--- src/rtl/prog_loader_pkg.sv ---
// Shared types for the program loader: FSM state encoding and the stream byte width.
// The optional checksum stage is controlled by PROG_LOADER_CHECKSUM_EN.
package prog_loader_pkg;

  localparam int unsigned LOADER_BYTE_W = 8;

  typedef enum logic [2:0] {
    StIdle,
    StLen,
    StData,
    StCsum,
    StDone,
    StErr
  } loader_state_e;

endpackage

--- src/rtl/prog_loader_if.sv ---
// Host-to-loader valid/ready byte stream. The host drives valid/data, and the loader
// drives ready.
interface prog_loader_if;
  import prog_loader_pkg::*;

  logic                     in_valid;
  logic [LOADER_BYTE_W-1:0] in_data;
  logic                     in_ready;

  modport master (output in_valid, output in_data, input in_ready);
  modport slave  (input in_valid, input in_data, output in_ready);

endinterface

--- src/rtl/prog_loader_instr_ram.sv ---
// Instruction store: synchronous write port, asynchronous read port, 2**ADDR_W bytes.
// Contents are never reset, so a program survives reset and partial reloads.
module prog_loader_instr_ram
  import prog_loader_pkg::*;
#(
  parameter int unsigned ADDR_W = 8
) (
  input  logic                     clk_i,
  input  logic                     we_i,
  input  logic [ADDR_W-1:0]        waddr_i,
  input  logic [LOADER_BYTE_W-1:0] wdata_i,
  input  logic [ADDR_W-1:0]        raddr_i,
  output logic [LOADER_BYTE_W-1:0] rdata_o
);

  localparam int unsigned Depth = 2 ** ADDR_W;

  logic [LOADER_BYTE_W-1:0] mem [Depth];

  always_ff @(posedge clk_i) begin
    if (we_i) begin
      mem[waddr_i] <= wdata_i;
    end
  end

  assign rdata_o = mem[raddr_i];

endmodule

--- src/rtl/prog_loader.sv ---
// Length-prefixed byte-stream loader that fills instruction RAM and then releases the CPU.
// Define PROG_LOADER_CHECKSUM_EN to require a trailing XOR checksum byte after the payload.
module prog_loader
  import prog_loader_pkg::*;
#(
  parameter int unsigned ADDR_W = 8
) (
  input  logic                     clk,
  input  logic                     reset,
  input  logic                     start,
  prog_loader_if.slave             host,
  input  logic [ADDR_W-1:0]        fetch_addr,
  output logic [LOADER_BYTE_W-1:0] fetch_instr,
  output logic                     cpu_run,
  output logic                     busy,
  output logic                     done,
  output logic                     error,
  output logic [LOADER_BYTE_W-1:0] byte_count
);

  localparam int unsigned Depth = 2 ** ADDR_W;

  loader_state_e            state_q, state_d;
  logic [ADDR_W-1:0]        wr_addr_q, wr_addr_d;
  logic [LOADER_BYTE_W-1:0] remaining_q, remaining_d;
  logic [LOADER_BYTE_W-1:0] byte_count_q, byte_count_d;
`ifdef PROG_LOADER_CHECKSUM_EN
  logic [LOADER_BYTE_W-1:0] csum_q, csum_d;
`endif

  logic accept;
  logic len_bad;
  logic mem_we;

  // Ready depends only on registered state, so there is no path from in_valid to in_ready.
  assign busy          = (state_q == StLen) || (state_q == StData) || (state_q == StCsum);
  assign host.in_ready = busy;
  assign accept        = host.in_valid & busy;
  assign cpu_run       = (state_q == StDone);
  assign done          = (state_q == StDone);
  assign error         = (state_q == StErr);
  assign byte_count    = byte_count_q;

  assign len_bad = (host.in_data == '0) || ({24'd0, host.in_data} > Depth);

  always_comb begin
    state_d      = state_q;
    wr_addr_d    = wr_addr_q;
    remaining_d  = remaining_q;
    byte_count_d = byte_count_q;
`ifdef PROG_LOADER_CHECKSUM_EN
    csum_d       = csum_q;
`endif
    mem_we       = 1'b0;

    unique case (state_q)
      StIdle, StDone, StErr: begin
        if (start) begin
          state_d      = StLen;
          wr_addr_d    = '0;
          remaining_d  = '0;
          byte_count_d = '0;
`ifdef PROG_LOADER_CHECKSUM_EN
          csum_d       = '0;
`endif
        end
      end
      StLen: begin
        if (accept) begin
          if (len_bad) begin
            state_d = StErr;
          end else begin
            remaining_d = host.in_data;
            state_d     = StData;
          end
        end
      end
      StData: begin
        if (accept) begin
          mem_we       = 1'b1;
          wr_addr_d    = wr_addr_q + ADDR_W'(1);
          byte_count_d = byte_count_q + 8'd1;
          remaining_d  = remaining_q - 8'd1;
`ifdef PROG_LOADER_CHECKSUM_EN
          csum_d       = csum_q ^ host.in_data;
          if (remaining_q == 8'd1) state_d = StCsum;
`else
          if (remaining_q == 8'd1) state_d = StDone;
`endif
        end
      end
`ifdef PROG_LOADER_CHECKSUM_EN
      StCsum: begin
        if (accept) begin
          state_d = (host.in_data == csum_q) ? StDone : StErr;
        end
      end
`endif
      default: state_d = StIdle;
    endcase
  end

  always_ff @(posedge clk or negedge reset) begin
    if (!reset) begin
      state_q      <= StIdle;
      wr_addr_q    <= '0;
      remaining_q  <= '0;
      byte_count_q <= '0;
`ifdef PROG_LOADER_CHECKSUM_EN
      csum_q       <= '0;
`endif
    end else begin
      state_q      <= state_d;
      wr_addr_q    <= wr_addr_d;
      remaining_q  <= remaining_d;
      byte_count_q <= byte_count_d;
`ifdef PROG_LOADER_CHECKSUM_EN
      csum_q       <= csum_d;
`endif
    end
  end

  prog_loader_instr_ram #(
    .ADDR_W(ADDR_W)
  ) u_instr_ram (
    .clk_i   (clk),
    .we_i    (mem_we),
    .waddr_i (wr_addr_q),
    .wdata_i (host.in_data),
    .raddr_i (fetch_addr),
    .rdata_o (fetch_instr)
  );

endmodule

--- src/flat_wrapper.sv ---
// flat-port wrapper written by rule: the top's interface ports become plain ports
module prog_loader_flat import prog_loader_pkg::*;
#(
  parameter int unsigned ADDR_W = 8
)
  (clk, reset, start, fetch_addr, fetch_instr, cpu_run, busy, done, error, byte_count, host_in_valid, host_in_data, host_in_ready);
  prog_loader_if host_i ();
  input  logic clk;
  input  logic reset;
  input  logic start;
  input  logic [ADDR_W-1:0] fetch_addr;
  output logic [LOADER_BYTE_W-1:0] fetch_instr;
  output logic cpu_run;
  output logic busy;
  output logic done;
  output logic error;
  output logic [LOADER_BYTE_W-1:0] byte_count;
  input wire logic [$bits(host_i.in_valid)-1:0] host_in_valid;
  input wire logic [$bits(host_i.in_data)-1:0] host_in_data;
  output wire logic [$bits(host_i.in_ready)-1:0] host_in_ready;
  assign host_i.in_valid = host_in_valid;
  assign host_i.in_data = host_in_data;
  assign host_in_ready = host_i.in_ready;
  prog_loader #(.ADDR_W(ADDR_W)) u_core (.clk(clk), .reset(reset), .start(start), .host(host_i), .fetch_addr(fetch_addr), .fetch_instr(fetch_instr), .cpu_run(cpu_run), .busy(busy), .done(done), .error(error), .byte_count(byte_count));
endmodule
--- config.mk ---
export PLATFORM = sky130hd
export DESIGN_NAME = prog_loader_flat
export DESIGN_NICKNAME = d
export VERILOG_FILES = /design/src/rtl/prog_loader_pkg.sv /design/src/rtl/prog_loader_if.sv /design/src/rtl/prog_loader_instr_ram.sv /design/src/rtl/prog_loader.sv /design/src/flat_wrapper.sv
export SDC_FILE = /design/constraint.sdc
export NUM_CORES = 2
export LEC_CHECK = 0
export CORE_ASPECT_RATIO = 1.75
export CORE_MARGIN = 10
export CORE_UTILIZATION = 60
export CTS_CLUSTER_DIAMETER = 120
export CTS_CLUSTER_SIZE = 16
export DETAILED_ROUTE_END_ITERATION = 6
export GPL_TIMING_DRIVEN = 0
export PLACE_DENSITY = 0.76
export RECOVER_POWER = 50
export SLEW_MARGIN = 20
export SYNTH_ARGS = -nofsm -noshare
export SYNTH_HDL_FRONTEND = slang
export SYNTH_SLANG_ARGS = --single-unit
export TNS_END_PERCENT = 5
--- constraint.sdc ---
create_clock -name clk -period 8.2 [get_ports clk]
set_clock_uncertainty 0.1 [all_clocks]
set_input_delay 1.64 -clock clk [delete_from_list [all_inputs] [get_ports clk]]
set_output_delay 1.64 -clock clk [all_outputs]
set_load 0.02 [all_outputs]
==> impl_results.md <==
- Detail Placement HPWL: 170000 um
- ANT nets after route: 0
- Status: finished, violations left
- # hold bufs at CTS: 0
- Crit share post-route: 1.03
- Die Footprint: 151000 um^2
- RSZ-0062 raised after global routing: true
- DR iter-0 viols: 7565
- Post-Route WL: 256000 um
- Setup violators final: 7
- Ports: 41
- Die Height: 507 um
- Pins over their slew limit: 1503
- Clock latency on the worst-skew pair: 830 ps
- Slowest CP cell: clkbuf_1
- Yosys reg bits: 2075
- Worst Setup Start Kind: input pin
- Net Sw Power: 4670 uW
- Post-synthesis net count: 4004
- DR vias/cell: 7.38
- Ys Warns: 0
- Clock slew at reported path FFs: 70 ps
- Critical path class: in2out
- Failing checks: capacitance limit, slew limit, setup timing
- Critical Path Sink Type: output port
- Number of synthesized flops with an enable pin: a little over 2000
- Fin cells: between 6000 and 7000
- Worst Tran Pin Value: 5090 ps
- Final min period: between 8000 and 9000 ps
- Mapped Cells: 3977
- Synth unique cells: 66
- Post-synth top area share: 0.757
- Initial Util: 0.604
- Routability cong.: 1.00
- Cell Area, Placed: 84500 um^2
- Area occupied by multi-input gates: 17500 um^2
- Final Util: 0.656
- Critical path's most frequent cell: clkdlybuf4s50_1
- Relative max-transition margin: -2.40
- Post-Syn Area per Cell: 20.4 um^2
- Synth Cell Area: between 80000 and 90000 um^2
- Root buf cell: clkbuf_16
- DRC: 0
- Largest net degree at the start of global routing: approximately 130
- Critical Path Fanout Max: 10
- FF+latch area: 62200 um^2
- Initial antenna violation count: 13
- Via count: 44464
- Synth-to-Final Area Change: 8.68%
- Nets@finish: 4208
- Commonest cells after routing, fill and taps aside: 2048 x edfxtp_1, 420 x mux4_2, 315 x nor2_1
- Ys async rst share: 0.0130
- Placed cells: 5831
- PnR worst setup slack: -270 ps
- CTS Buffer Depth: 3
- Total GRT Usage: 0.339
- Postcts setup bufs: 0
- Ys flop type: edfxtp_1
- Crit path DAT: ~6700 ps
- Peak VDD IR: between 0.0002 and 0.00025 V
- First-pass GRT wire length: between 300000 and 400000 um
- Pwr Density: 228 nW/um^2
- Num rows: between 150 and 200
- Commonest non-fill, non-tap cell in the layout: edfxtp_1
- Port Buffers: 34
- Core Box Area: 135000 um^2
- Main area contributors after synthesis: edfxtp_1 76%, mux4_2 12%, mux2i_1 2.4%
- Fin. Hold Viols: 0
- Sink Count: around 2100
- CP Cell Sequence: clkdlybuf4s50_1 -> buf_4 -> nor2_2 -> clkbuf_1 -> a22oi_1 -> a21oi_1 -> a211oi_2 -> nor4_2 -> clkdlybuf4s50_1
- Combinational share of power: 0.082
- Register area share after synthesis: 0.766
- LEAKAGE: between 0.02 and 0.03 uW
- Synth area leader: edfxtp_1
- Number of global-route vias before repair: 43721
- Fmax: 118 MHz
- CTS Buf Count: around 150
- HP Class: reg2reg
- CTS tree: done
- GRT overflow: 0
- Cell Int Power: 15500 uW
- Setup TNS: -1320 ps
- Final Cell Area: 88300 um^2
- Die X: ~300 um
- Mean routed wirelength per cell: 42.5 um
- CP Data Required Time: between 6000 and 7000 ps
- Fillers: slightly below 9000
- H-tree levels: 4
- Switching Fraction: 0.232
- CP max stage delay: 960 ps
- Clock power share: 0.337
- Max-cap viol count: 18
- Flop pwr share: 0.581
- TritonRoute pass-1 iters: 7
- Share of cells above drive strength 1: 0.191
-- logic make-up (layout without fill, tap and decap cells) --
logic type,Yosys count,count (layout),synth area share
multiplexers,621,621,0.141
flip-flops,2075,2075,0.766
adder cells (fa/ha/maj),7,7,0.00108
AO/OA/AOI/OAI,456,456,0.0397
other,0,12,0
buffers and inverters,257,491,0.0205
AND/OR/NAND/NOR,549,549,0.0305
XOR/XNOR,12,12,0.00129
-- cells in the mapped netlist, types with 46 or more instances --
cell type / number
nor2_1: 318
a21oi_1: 89
clkbuf_1: 103
mux2i_1: 194
a22oi_1: 86
mux4_2: 420
o21ai_0: 46
o22ai_1: 49
buf_2: 60
o221ai_1: 46
nand2_1: 74
edfxtp_1: 2048
-- worst paths after layout --
check / start / end / slack, ps / cells after the start
setup / recovery: fetch_addr[2] / fetch_instr[7] / -270 / 9
hold / removal: u_core.remaining_q[6]$_DFFE_PN0P_ / u_core.remaining_q[6]$_DFFE_PN0P_ / 410 / 2
setup reg to reg: u_core.state_q[0]$_DFFE_PN0P_ / u_core.u_instr_ram.mem[71][5]$_DFFE_PP_ / 3980 / 8
hold reg to reg: u_core.remaining_q[6]$_DFFE_PN0P_ / u_core.remaining_q[6]$_DFFE_PN0P_ / 410 / 2
max in group asynchronous: reset / u_core.byte_count[3]$_DFFE_PN0P_ / 6040 / 1
min in group asynchronous: reset / u_core.byte_count[1]$_DFFE_PN0P_ / 1070 / 1
-- stage by stage --
stage / hold WS (ps) / setup WS [ps] / power [uW]
after floorplan: 371 / 2720 / 12700
after global placement: 390 / -3410 / 13600
after detailed placement: 398 / -630 / 13500
after CTS: 414 / 11.4 / 20000
after global routing: 473 / -62.9 / 20500
final: 411 / -270 / 20200
-- critical path: cells and delay by family --
family / cells / cell delay (ps)
AOI/OAI and AO/OA: 3 / 870
buffers and inverters: 4 / 2770
and+or+nand+nor: 2 / 1400
-- power groups by stage --
stage	sequential, uW	clock [uW]	combinational [uW]
2_1_floorplan	11900	0	783
3_3_place_gp	12000	0	1530
3_5_place_dp	11900	0	1590
4_1_cts	11700	6730	1600
5_1_grt	11700	7100	1670
6_report	11700	6780	1660
-- sequential cells by signal (all words and copies together) (netlist names) --
signal,count
u_core.byte_count,8
u_core.wr_addr_q,8
u_core.state_q,3
u_core.u_instr_ram.mem,2048
u_core.remaining_q,8
-- routing by layer --
metal | global-route usage | vias to the layer above | routed length, um
li1 | - | 16803 | -
met1 | 0.382 | 22537 | 75200
met2 | 0.536 | 4020 | 121000
met3 | 0.100 | 1094 | 32600
met4 | 0.274 | 10 | 27200
met5 | 0 | - | 167
-- repair_timing --
item	in CTS	in global routing
setup endpoints to repair	7	5
resized for setup	19	6
endpoints found under the hold margin	0	0
-- area by class of cell --
cell class              instances  area share
inverters                      10    0.000425
plain buffers                 247      0.0190
clock inverters                11     0.00155
clock buffers                 168      0.0435
multi-input cells            1645       0.198
well taps                    1800      0.0255
repair buffers                 55     0.00706
diodes                         12    0.000340
flip-flops and latches       2075       0.704
Note: power is estimated with default switching activity, not from simulation.
